$ cat src/rtl/cordic_pkg.sv
// Shared definitions for the iterative CORDIC engine: default sizes, quadrant
// codes, sequencer states and the arctangent table used by the angle path.
package cordic_pkg;

    localparam int WIDTH_DEF = 16;
    localparam int ITERS_DEF = 16;

    localparam logic [1:0] QUAD_NONE = 2'b00;
    localparam logic [1:0] QUAD_P90  = 2'b01;
    localparam logic [1:0] QUAD_M90  = 2'b10;

    typedef enum logic [1:0] {
        ST_IDLE,
        ST_PRE,
        ST_ITER,
        ST_DONE
    } state_t;

    // round(atan(2^-i) * 2^15 / pi); other widths rescale the 16-bit entries.
    function automatic int atanTable(input int idx, input int width);
        int base;
        case (idx)
            0:       base = 8192;
            1:       base = 4836;
            2:       base = 2555;
            3:       base = 1297;
            4:       base = 651;
            5:       base = 326;
            6:       base = 163;
            7:       base = 81;
            8:       base = 41;
            9:       base = 20;
            10:      base = 10;
            11:      base = 5;
            12:      base = 3;
            13:      base = 1;
            14:      base = 1;
            default: base = 0;
        endcase
        if (width >= 16) begin
            return base << (width - 16);
        end
        return (base + (1 << (15 - width))) >> (16 - width);
    endfunction

endpackage

$ cat src/rtl/cordic_atan_rom.sv
// Combinational arctangent lookup indexed by the micro-rotation number.
module cordic_atan_rom
    import cordic_pkg::*;
#(
    parameter int WIDTH = WIDTH_DEF
) (
    input  logic [$clog2(WIDTH)-1:0] i_idx,
    output logic [WIDTH-1:0]         o_atan
);

    always_comb begin
        o_atan = WIDTH'(atanTable(int'(i_idx), WIDTH));
    end

endmodule

$ cat src/rtl/cordic_angle_seq.sv
// Iteration sequencer and residual-angle (Z) path for the iterative CORDIC
// rotation engine: quadrant fold, per-step sign/shift index, done strobe.
module cordic_angle_seq
    import cordic_pkg::*;
#(
    parameter int WIDTH = WIDTH_DEF,
    parameter int ITERS = ITERS_DEF
) (
    input  logic                     Clk_i,
    input  logic                     Rst_ni,
    input  logic                     Start_i,
    input  logic [WIDTH-1:0]         Angle_i,
    input  logic                     Abort_i,
    output logic                     Ready_o,
    output logic                     Pre_vld_o,
    output logic [1:0]               Quad_o,
    output logic                     Step_vld_o,
    output logic                     Sign_o,
    output logic [$clog2(WIDTH)-1:0] Iter_o,
    output logic                     Done_o,
    output logic [WIDTH-1:0]         Zres_o
);

    localparam int IW = $clog2(WIDTH);
    localparam logic signed [WIDTH-1:0] QUARTER     = {2'b01, {(WIDTH-2){1'b0}}};
    localparam logic signed [WIDTH-1:0] NEG_QUARTER = {2'b11, {(WIDTH-2){1'b0}}};
    localparam logic [IW-1:0] LAST_ITER = IW'(ITERS - 1);

    state_t                   r_state;
    state_t                   w_next;
    logic signed [WIDTH-1:0]  r_z;
    logic [IW-1:0]            r_iter;
    logic [1:0]               r_quad;
    logic [WIDTH-1:0]         r_zres;

    logic                     w_accept;
    logic signed [WIDTH-1:0]  w_angle;
    logic signed [WIDTH-1:0]  w_fold;
    logic [1:0]               w_quadFold;
    logic [WIDTH-1:0]         w_atan;
    logic                     w_sign;
    logic signed [WIDTH-1:0]  w_znext;

    cordic_atan_rom #(
        .WIDTH (WIDTH)
    ) u_atan_rom (
        .i_idx  (r_iter),
        .o_atan (w_atan)
    );

    assign w_accept = (r_state == ST_IDLE) && Start_i && !Abort_i;
    assign w_angle  = Angle_i;
    assign w_sign   = r_z[WIDTH-1];
    assign w_znext  = w_sign ? (r_z + $signed(w_atan)) : (r_z - $signed(w_atan));

    // Fold the target into [-pi/2, pi/2) so the micro-rotations can converge.
    always_comb begin
        w_fold     = w_angle;
        w_quadFold = QUAD_NONE;
        if (w_angle >= QUARTER) begin
            w_fold     = w_angle - QUARTER;
            w_quadFold = QUAD_P90;
        end else if (w_angle < NEG_QUARTER) begin
            w_fold     = w_angle + QUARTER;
            w_quadFold = QUAD_M90;
        end
    end

    always_comb begin
        w_next     = r_state;
        Ready_o    = 1'b0;
        Pre_vld_o  = 1'b0;
        Quad_o     = QUAD_NONE;
        Step_vld_o = 1'b0;
        Sign_o     = 1'b0;
        Iter_o     = '0;
        Done_o     = 1'b0;
        unique case (r_state)
            ST_IDLE: begin
                Ready_o = 1'b1;
                if (w_accept) begin
                    w_next = ST_PRE;
                end
            end
            ST_PRE: begin
                Pre_vld_o = 1'b1;
                Quad_o    = r_quad;
                w_next    = Abort_i ? ST_IDLE : ST_ITER;
            end
            ST_ITER: begin
                Step_vld_o = 1'b1;
                Sign_o     = w_sign;
                Iter_o     = r_iter;
                if (Abort_i) begin
                    w_next = ST_IDLE;
                end else if (r_iter == LAST_ITER) begin
                    w_next = ST_DONE;
                end
            end
            ST_DONE: begin
                Done_o = 1'b1;
                w_next = ST_IDLE;
            end
            default: w_next = ST_IDLE;
        endcase
    end

    assign Zres_o = r_zres;

    // Residual is captured on the final step so it is already valid while Done_o is high.
    always_ff @(posedge Clk_i or negedge Rst_ni) begin
        if (!Rst_ni) begin
            r_state <= ST_IDLE;
            r_z     <= '0;
            r_iter  <= '0;
            r_quad  <= QUAD_NONE;
            r_zres  <= '0;
        end else begin
            r_state <= w_next;
            unique case (r_state)
                ST_IDLE: begin
                    if (w_accept) begin
                        r_z    <= w_fold;
                        r_quad <= w_quadFold;
                    end
                end
                ST_PRE: begin
                    r_iter <= '0;
                end
                ST_ITER: begin
                    if (!Abort_i) begin
                        r_z    <= w_znext;
                        r_iter <= r_iter + IW'(1);
                        if (r_iter == LAST_ITER) begin
                            r_zres <= w_znext;
                        end
                    end
                end
                default: ;
            endcase
        end
    end

endmodule

$ cat config.mk
export PLATFORM = sky130hd
export DESIGN_NAME = cordic_angle_seq
export DESIGN_NICKNAME = d
export VERILOG_FILES = /design/src/rtl/cordic_pkg.sv /design/src/rtl/cordic_atan_rom.sv /design/src/rtl/cordic_angle_seq.sv
export SDC_FILE = /design/constraint.sdc
export NUM_CORES = 1
export LEC_CHECK = 0
export CAP_MARGIN = 0
export CORE_MARGIN = 4
export CORE_UTILIZATION = 40
export CTS_CLUSTER_SIZE = 8
export DETAILED_ROUTE_END_ITERATION = 10
export MAX_ROUTING_LAYER = met4
export SYNTH_ARGS = -nofsm -noshare
export SYNTH_HDL_FRONTEND = slang
export SYNTH_SLANG_ARGS = --single-unit
$ cat constraint.sdc
create_clock -name Clk_i -period 3.9 [get_ports Clk_i]
set_input_delay 0.39 -clock Clk_i [delete_from_list [all_inputs] [get_ports Clk_i]]
set_output_delay 0.39 -clock Clk_i [all_outputs]
set_load 0.005 [all_outputs]
## Word level (Yosys, flattened, before mapping)

Memories as Yosys holds them, arrays and structs flattened.
Index checks and enable logic that the tools add are counted.

| word-level totals | value |
|---|---|
| ROM bits | 224 |
| register bits | 40 |
| memories kept | 1 |
| input port bits | 20 |

| operators by class | value |
|---|---|
| bitwise logic cells | 1 |
| add/subtract/negate cells | 5 |
| multiplexer cells | 22 |
| $lt $le $gt $ge | 2 |
| reduce and logical (&&, ||, !) cells | 11 |
| equality and inequality tests | 7 |

Memory list:

| name | words | width | read ports | clocked after Yosys merged registers in | wr ports | line | text |
|---|---|---|---|---|---|---|---|
| (no name shown) | 16 | 14 | 1 | 0 | 0 | cordic_pkg.sv:22 | `case (idx)` |

Operator list:

| cell | count |
|---|---|
| 2-to-1 mux 16 bit | 5 |
| case mux 16 bit (2 select lines) | 1 |
| adder 16 bit | 1 |
| adder 16 bit, second input constant | 1 |
| greater-or-equal comparator 16 bit, second input constant | 1 |
| less-than comparator 16 x 15 -> 1 bit, second input constant | 1 |
| subtractor 16 bit | 1 |
| subtractor 16 bit, second input constant | 1 |
| 2-to-1 mux 2 bit | 7 |
| 2-to-1 mux 4 bit | 2 |
| case mux 2 bit (4 select lines) | 1 |
| case mux 4 bit (2 select lines) | 1 |
| AND reduction 2 bit | 3 |
| AND reduction 3 bit | 2 |
| 2-to-1 mux 1 bit | 5 |
| adder 4 x 1 -> 4 bit, second input constant | 1 |
| equality test 2 bit, second input constant | 2 |
| equality test 4 bit, second input constant | 1 |
| != test 2 bit, second input constant | 2 |
| nonzero test 2 bit | 2 |
| != test 3 bit, second input constant | 1 |
| equality test 2 x 1 -> 1 bit, second input constant | 1 |
| logical AND 1 bit | 2 |
| logical NOT 2 bit | 1 |
| 2 further kinds | 2 |

## Logic depth before layout (Yosys ltp)

| depth | value |
|---|---|
| depth in word-level cells | 5 |
| mapped depth | 19 |
| depth with buffers taken out | 18 |

## Hierarchy

From an unflattened synthesis, not the netlist that was laid out.

| second synthesis, totals | value |
|---|---|
| cell total of the unflattened synthesis | 389 |
| area total of the unflattened synthesis | 3,355.7 µm² |

Modules (own cells, without submodules):

| module | times used | sequential area each (µm²) | cells an instance | area an instance (µm²) |
|---|---|---|---|---|
| cordic_angle_seq | 1 | 1,001.0 | 341 | 2,980.4 |
| cordic_atan_rom | 1 | 0.0 | 48 | 375.4 |

## Least setup slack after synthesis

No wires, ideal clock.

| path | value |
|---|---|
| path kind | flip-flop to flip-flop |
| start | reg r_iter[0] |
| end | reg r_zres[14], in the netlist Zres_o[14] |
| stages on the path, launching flop included | 17 |
| clock period less this slack | 4,277 ps |
| arrival time | 4,152 ps |
| required time | 3,775 ps |
| buffers on the path | 2 |
| library setup time | 125 ps |
| slack | -377 ps |
| cell sequence | dfrtp_1 clkbuf_1 inv_1 ha_1 mux4_2 buf_6 ha_1 nand2_1 o21ai_0 fa_1 a21oi_1 o21ai_0 a2111oi_0 o41ai_1 a41oi_1 xnor2_1 mux2_2 |

| between the ends | value |
|---|---|
| cells in the longest elaborated chain, start to end | 3 |
| elaborated cells on any way between the ends | 6 |

Ends and longest elaborated chain:

| element | line | text |
|---|---|---|
| from (decl) | cordic_angle_seq.sv:32 | `logic [IW-1:0] r_iter;` |
| from (signal assigned) | cordic_angle_seq.sv:133 | `r_iter <= r_iter + IW'(1);` |
| memory (16 x 14 bit) | n/a |  |
| subtractor 16 bit / adder 16 bit (equally long branches) | cordic_angle_seq.sv:54 | `assign w_znext = w_sign ? (r_z + $signed(w_atan)) : (r_z - $signed(w_atan));` |
| 2-to-1 mux 16 bit | cordic_angle_seq.sv:54 |  |
| to (signal assigned) | cordic_angle_seq.sv:135 | `r_zres <= w_znext;` |
| to (decl) | cordic_angle_seq.sv:34 | `logic [WIDTH-1:0] r_zres;` |

Parallel ways exist; a longest one is shown, timed or not.
A chain may end at the register's enable or synchronous reset.

## Worst setup path after layout

| path | value |
|---|---|
| start | reg r_iter[0] |
| end | reg r_zres[15], in the netlist Zres_o[15] |

Same word-level chain as after synthesis.

==> metrics.md <==
| Metric | Value |
|---|---|
| Most frequent cells in the layout | `nand2_1 (58), clkdlybuf4s50_1 (45), buf_4 (40)` |
| Clock Power Share | `0.087` |
| CP Max Fanout | `4` |
| DP Area | `4080 um^2` |
| Clock buffer depth | `2` |
| Placer Congestion | `0.889` |
| Main combinational cell family by area after synthesis | `compound AO/OA/AOI/OAI gates` |
| CTS Root Cell | `clkbuf_8` |
| Core area | `roughly 7900 um^2` |
| Worst setup EP type | `register` |
| Synth Area in XOR/XNOR | `0.0609` |
| Final Hold Fails | `0` |
| Worst-Skew Late Latency | `0.30 ns` |
| Die height | `98.9 um` |
| Compound-gate portion of the synthesized area | `0.231` |
| Top post-synthesis cells by area | `dfrtp_1 (30%), ha_1 (11%), nand2_1 (6.8%), a21oi_1 (4.7%), xnor2_1 (4.0%)` |
| Pwr per Cell Area | `between 900 and 1000 nW/um^2` |
| Met3 Use GR | `0.0283` |
| Net Sw Frac | `0.472` |
| Clock skew | `between 0.007 and 0.008 ns` |
| Async set or reset register ratio after synthesis | `1.00` |
| Share of power burned in registers | `0.133` |
| Syn Area/Cell | `8.22 um^2` |
| Slew @ Worst Pin | `approximately 0.94 ns` |
| Synthesis-stage register bit count | `40` |
| Syn Inst Count | `402` |
| Post-synth EDFFs | `0` |
| Overall routing resource usage | `0.189` |
| Initial Utilization | `0.419` |
| Critical path, cell by cell | `clkinvlp_4 -> ha_4 -> mux4_2 -> buf_6 -> nand2_2 -> nor4_2 -> buf_4 -> or2_4 -> xnor2_2 -> ha_2 -> buf_6 -> nand2_2 -> o31ai_4 -> nor3b_2 -> a2111oi_4 -> buf_4 -> o21ai_1` |
| Area share of fa/ha/maj cells after synthesis | `0.120` |
| FILL cells | `740` |
| Setup TNS | `0 ns` |
| Main synth FF type | `dfrtp_1` |
| Met1 Use GR | `0.247` |
| Rows | `32` |
| Sequential fraction of the synthesis area | `0.303` |
| P&R area growth vs syn | `36.6%` |
| Int Pwr | `2.18 mW` |
| Required time worst endpoint | `slightly above 4 ns` |
| Vias per cell | `approximately 5.4` |
| Synth Area in Simple Gates | `0.193` |
| Launching point of the worst reg2reg path | `r_iter[0]` |
| CP Launch Type | `register` |
| GR Overflow Total | `0` |
| Largest delay share family, worst path | `compound AO/OA/AOI/OAI gates` |
| Core Util, Final | `0.572` |
| Crit Path Class | `reg -> reg` |
| Highest Clock Rate | `0.267 GHz` |
| # port buffers | `46` |
| Comb pwr share | `0.780` |
| Depth of the most critical reg-to-reg path | `17` |
| Multiplexer share of the synthesized area | `0.0405` |
| Die area | `roughly 9800 um^2` |
| Cell taking the most area after synthesis | `dfrtp_1` |
| Per-cell routed wire length | `approximately 16 um` |
| CP max stage delay | `0.49 ns` |
| Clock-pin transition on the worst setup and hold timing paths | `roughly 0.090 ns` |
| Final slew viol count | `0` |
| Crit. path cell count | `17` |
| TritonCTS buffer count | `5` |
| Crit. Startpoint | `r_iter[0]` |
| DR vias | `~3,100` |
| Setup Viol. Count Final | `0` |
| Synth Cell Area | `between 3000 and 4000 um^2` |
| Tightest Hold Check Type | `in -> async` |
| Final period utilization | `0.960` |
| Post-DRT Antenna Nets | `0` |
| Slowest CP cell | `mux4_2` |
| Hold_ws | `between 0.2 and 0.25 ns` |
| MaxCap Viol Count | `0` |
| Layer with the highest usage | `met2` |
| Vias in the first global route | `approximately 3,000` |
| # diodes | `0` |
| Area share of the largest cell type after synthesis | `0.303` |
| Layout cells sized above 1 | `0.232` |
| P_sw | `1.94 mW` |
| Peak supply drop | `0.385 mV` |
| Crit path time final | `around 3.7 ns` |
| Slew margin rel. | `0.372` |
| Final WL | `around 9300 um` |
| Top-Level Pins | `47` |
| WP data arrival | `3.91 ns` |
| Num Clock Sinks | `40` |
| Status | `completed` |
| Largest net degree at the start of global routing | `41` |
| R2r setup slk | `~0.15 ns` |
| Syn_nets | `about 450` |
| Commonest non-fill, non-tap cell in the layout | `nand2_1` |
| Residual DRC | `0` |
| Design area | `4520 um^2` |
| Final HPWL DP | `6940 um` |
| Initial antenna violation count | `0` |
| First-pass GRT wire length | `approximately 15,000 um` |
| Yosys Warn Count | `0` |
| TritonCTS clock tree | `yes` |
| H-tree depth | `2` |
| 1st-iter DRT viols | `between 100 and 150` |
| Unique masters post-synth | `60` |
| TritonRoute pass-1 iters | `4` |
| Crit path buf inv count | `5` |
| Setup crit end | `Zres_o[15]` |
| Met2 Usage GRT | `0.311` |
| Leak Pwr | `roughly 1.9 nW` |
| Final #Nets | `between 500 and 600` |
| R2R Path End | `Zres_o[15]` |
| Chip Width | `roughly 99 um` |
metal layers:
layer / vias to the layer above / part of all wire
met5: - / 0
met4: 0 / 0.014
met3: 11 / 0.041
met2: 74 / 0.47
met1: 1473 / 0.47
li1: 1557 / -
logic make-up (layout without fill, tap and decap cells):
family                     count (synthesis)  in the layout
muxes                                     11             11
and+or+nand+nor                          141            141
AOI/OAI and AO/OA                        117            117
xor gates and xnor gates                  23             23
adders and majority gates                 31             31
buffers and inverters                     39            111
DFF                                       40             40
sequential cells by signal (all words and copies together) (netlist names):
| signal | flops |
|---|---|
| r_state | 2 |
| r_iter | 4 |
| Zres_o | 16 |
| r_z | 16 |
| r_quad | 2 |
cells in the mapped netlist (3+ instances only):
library cell,instances
and2_1,5
a21o_1,7
a31oi_1,12
o21a_1,6
o21bai_1,6
mux2_2,5
nand2_1,60
and3_1,3
mux2i_1,4
buf_6,3
clkbuf_1,20
inv_1,13
or2_2,3
o21ai_0,26
nand2b_1,3
nor2b_1,4
dfrtp_1,40
ha_1,30
o211ai_1,7
xnor2_1,15
a21oi_1,31
xor2_1,8
nor3_1,10
nor2_1,34
nand3_1,9
how the worst min path moves through the flow:
stage,start,to,slack (ns),cells past startpoint
floorplan,Rst_ni,Zres_o[0],0.09,0
global placement,Zres_o[1],Zres_o[1],0.46,2
detailed placement,Zres_o[6],Zres_o[6],0.47,2
CTS,Rst_ni,Zres_o[1],0.26,1
global route,Rst_ni,Zres_o[1],0.29,1
finish,Rst_ni,Zres_o[4],0.22,1
area by class of cell:
type                       instances  area (um^2)  share of cell area
clock buffer                       5         68.8              0.0152
clock inverter                     3         42.5             0.00942
inverter                          15         62.6              0.0139
multi-input combinational        323         2430               0.539
sequential                        40         1000               0.222
tap                              102          128              0.0283
timing repair buffer              88          778               0.172
repair_timing:
item | in CTS | in global routing
buffers inserted | 1 | 6
endpoints found under the setup margin | 8 | 13
hold buffers | 0 | 0
pin swaps | 3 | 26
gates resized for setup | 9 | 47
power by group through the flow:
stage | clock, mW | sequential, mW | combinational, mW
2_1_floorplan | 0 | 0.521 | 1.85
3_3_place_gp | 0 | 0.544 | 2.56
3_5_place_dp | 0 | 0.546 | 2.59
4_1_cts | 0.365 | 0.539 | 2.74
5_1_grt | 0.382 | 0.557 | 3.48
6_report | 0.358 | 0.548 | 3.22
stage by stage:
step | setup WS [ns] | total power, mW | instances
final | 0.155 | 4.12 | 576
after global routing | -0.0397 | 4.42 | 576
after CTS | 0.0000906 | 3.64 | 570
after detailed placement | -0.277 | 3.13 | 561
after global placement | -0.171 | 3.11 | 561
after floorplan | 0.0251 | 2.37 | 402
(Power assumes the default switching activity.)
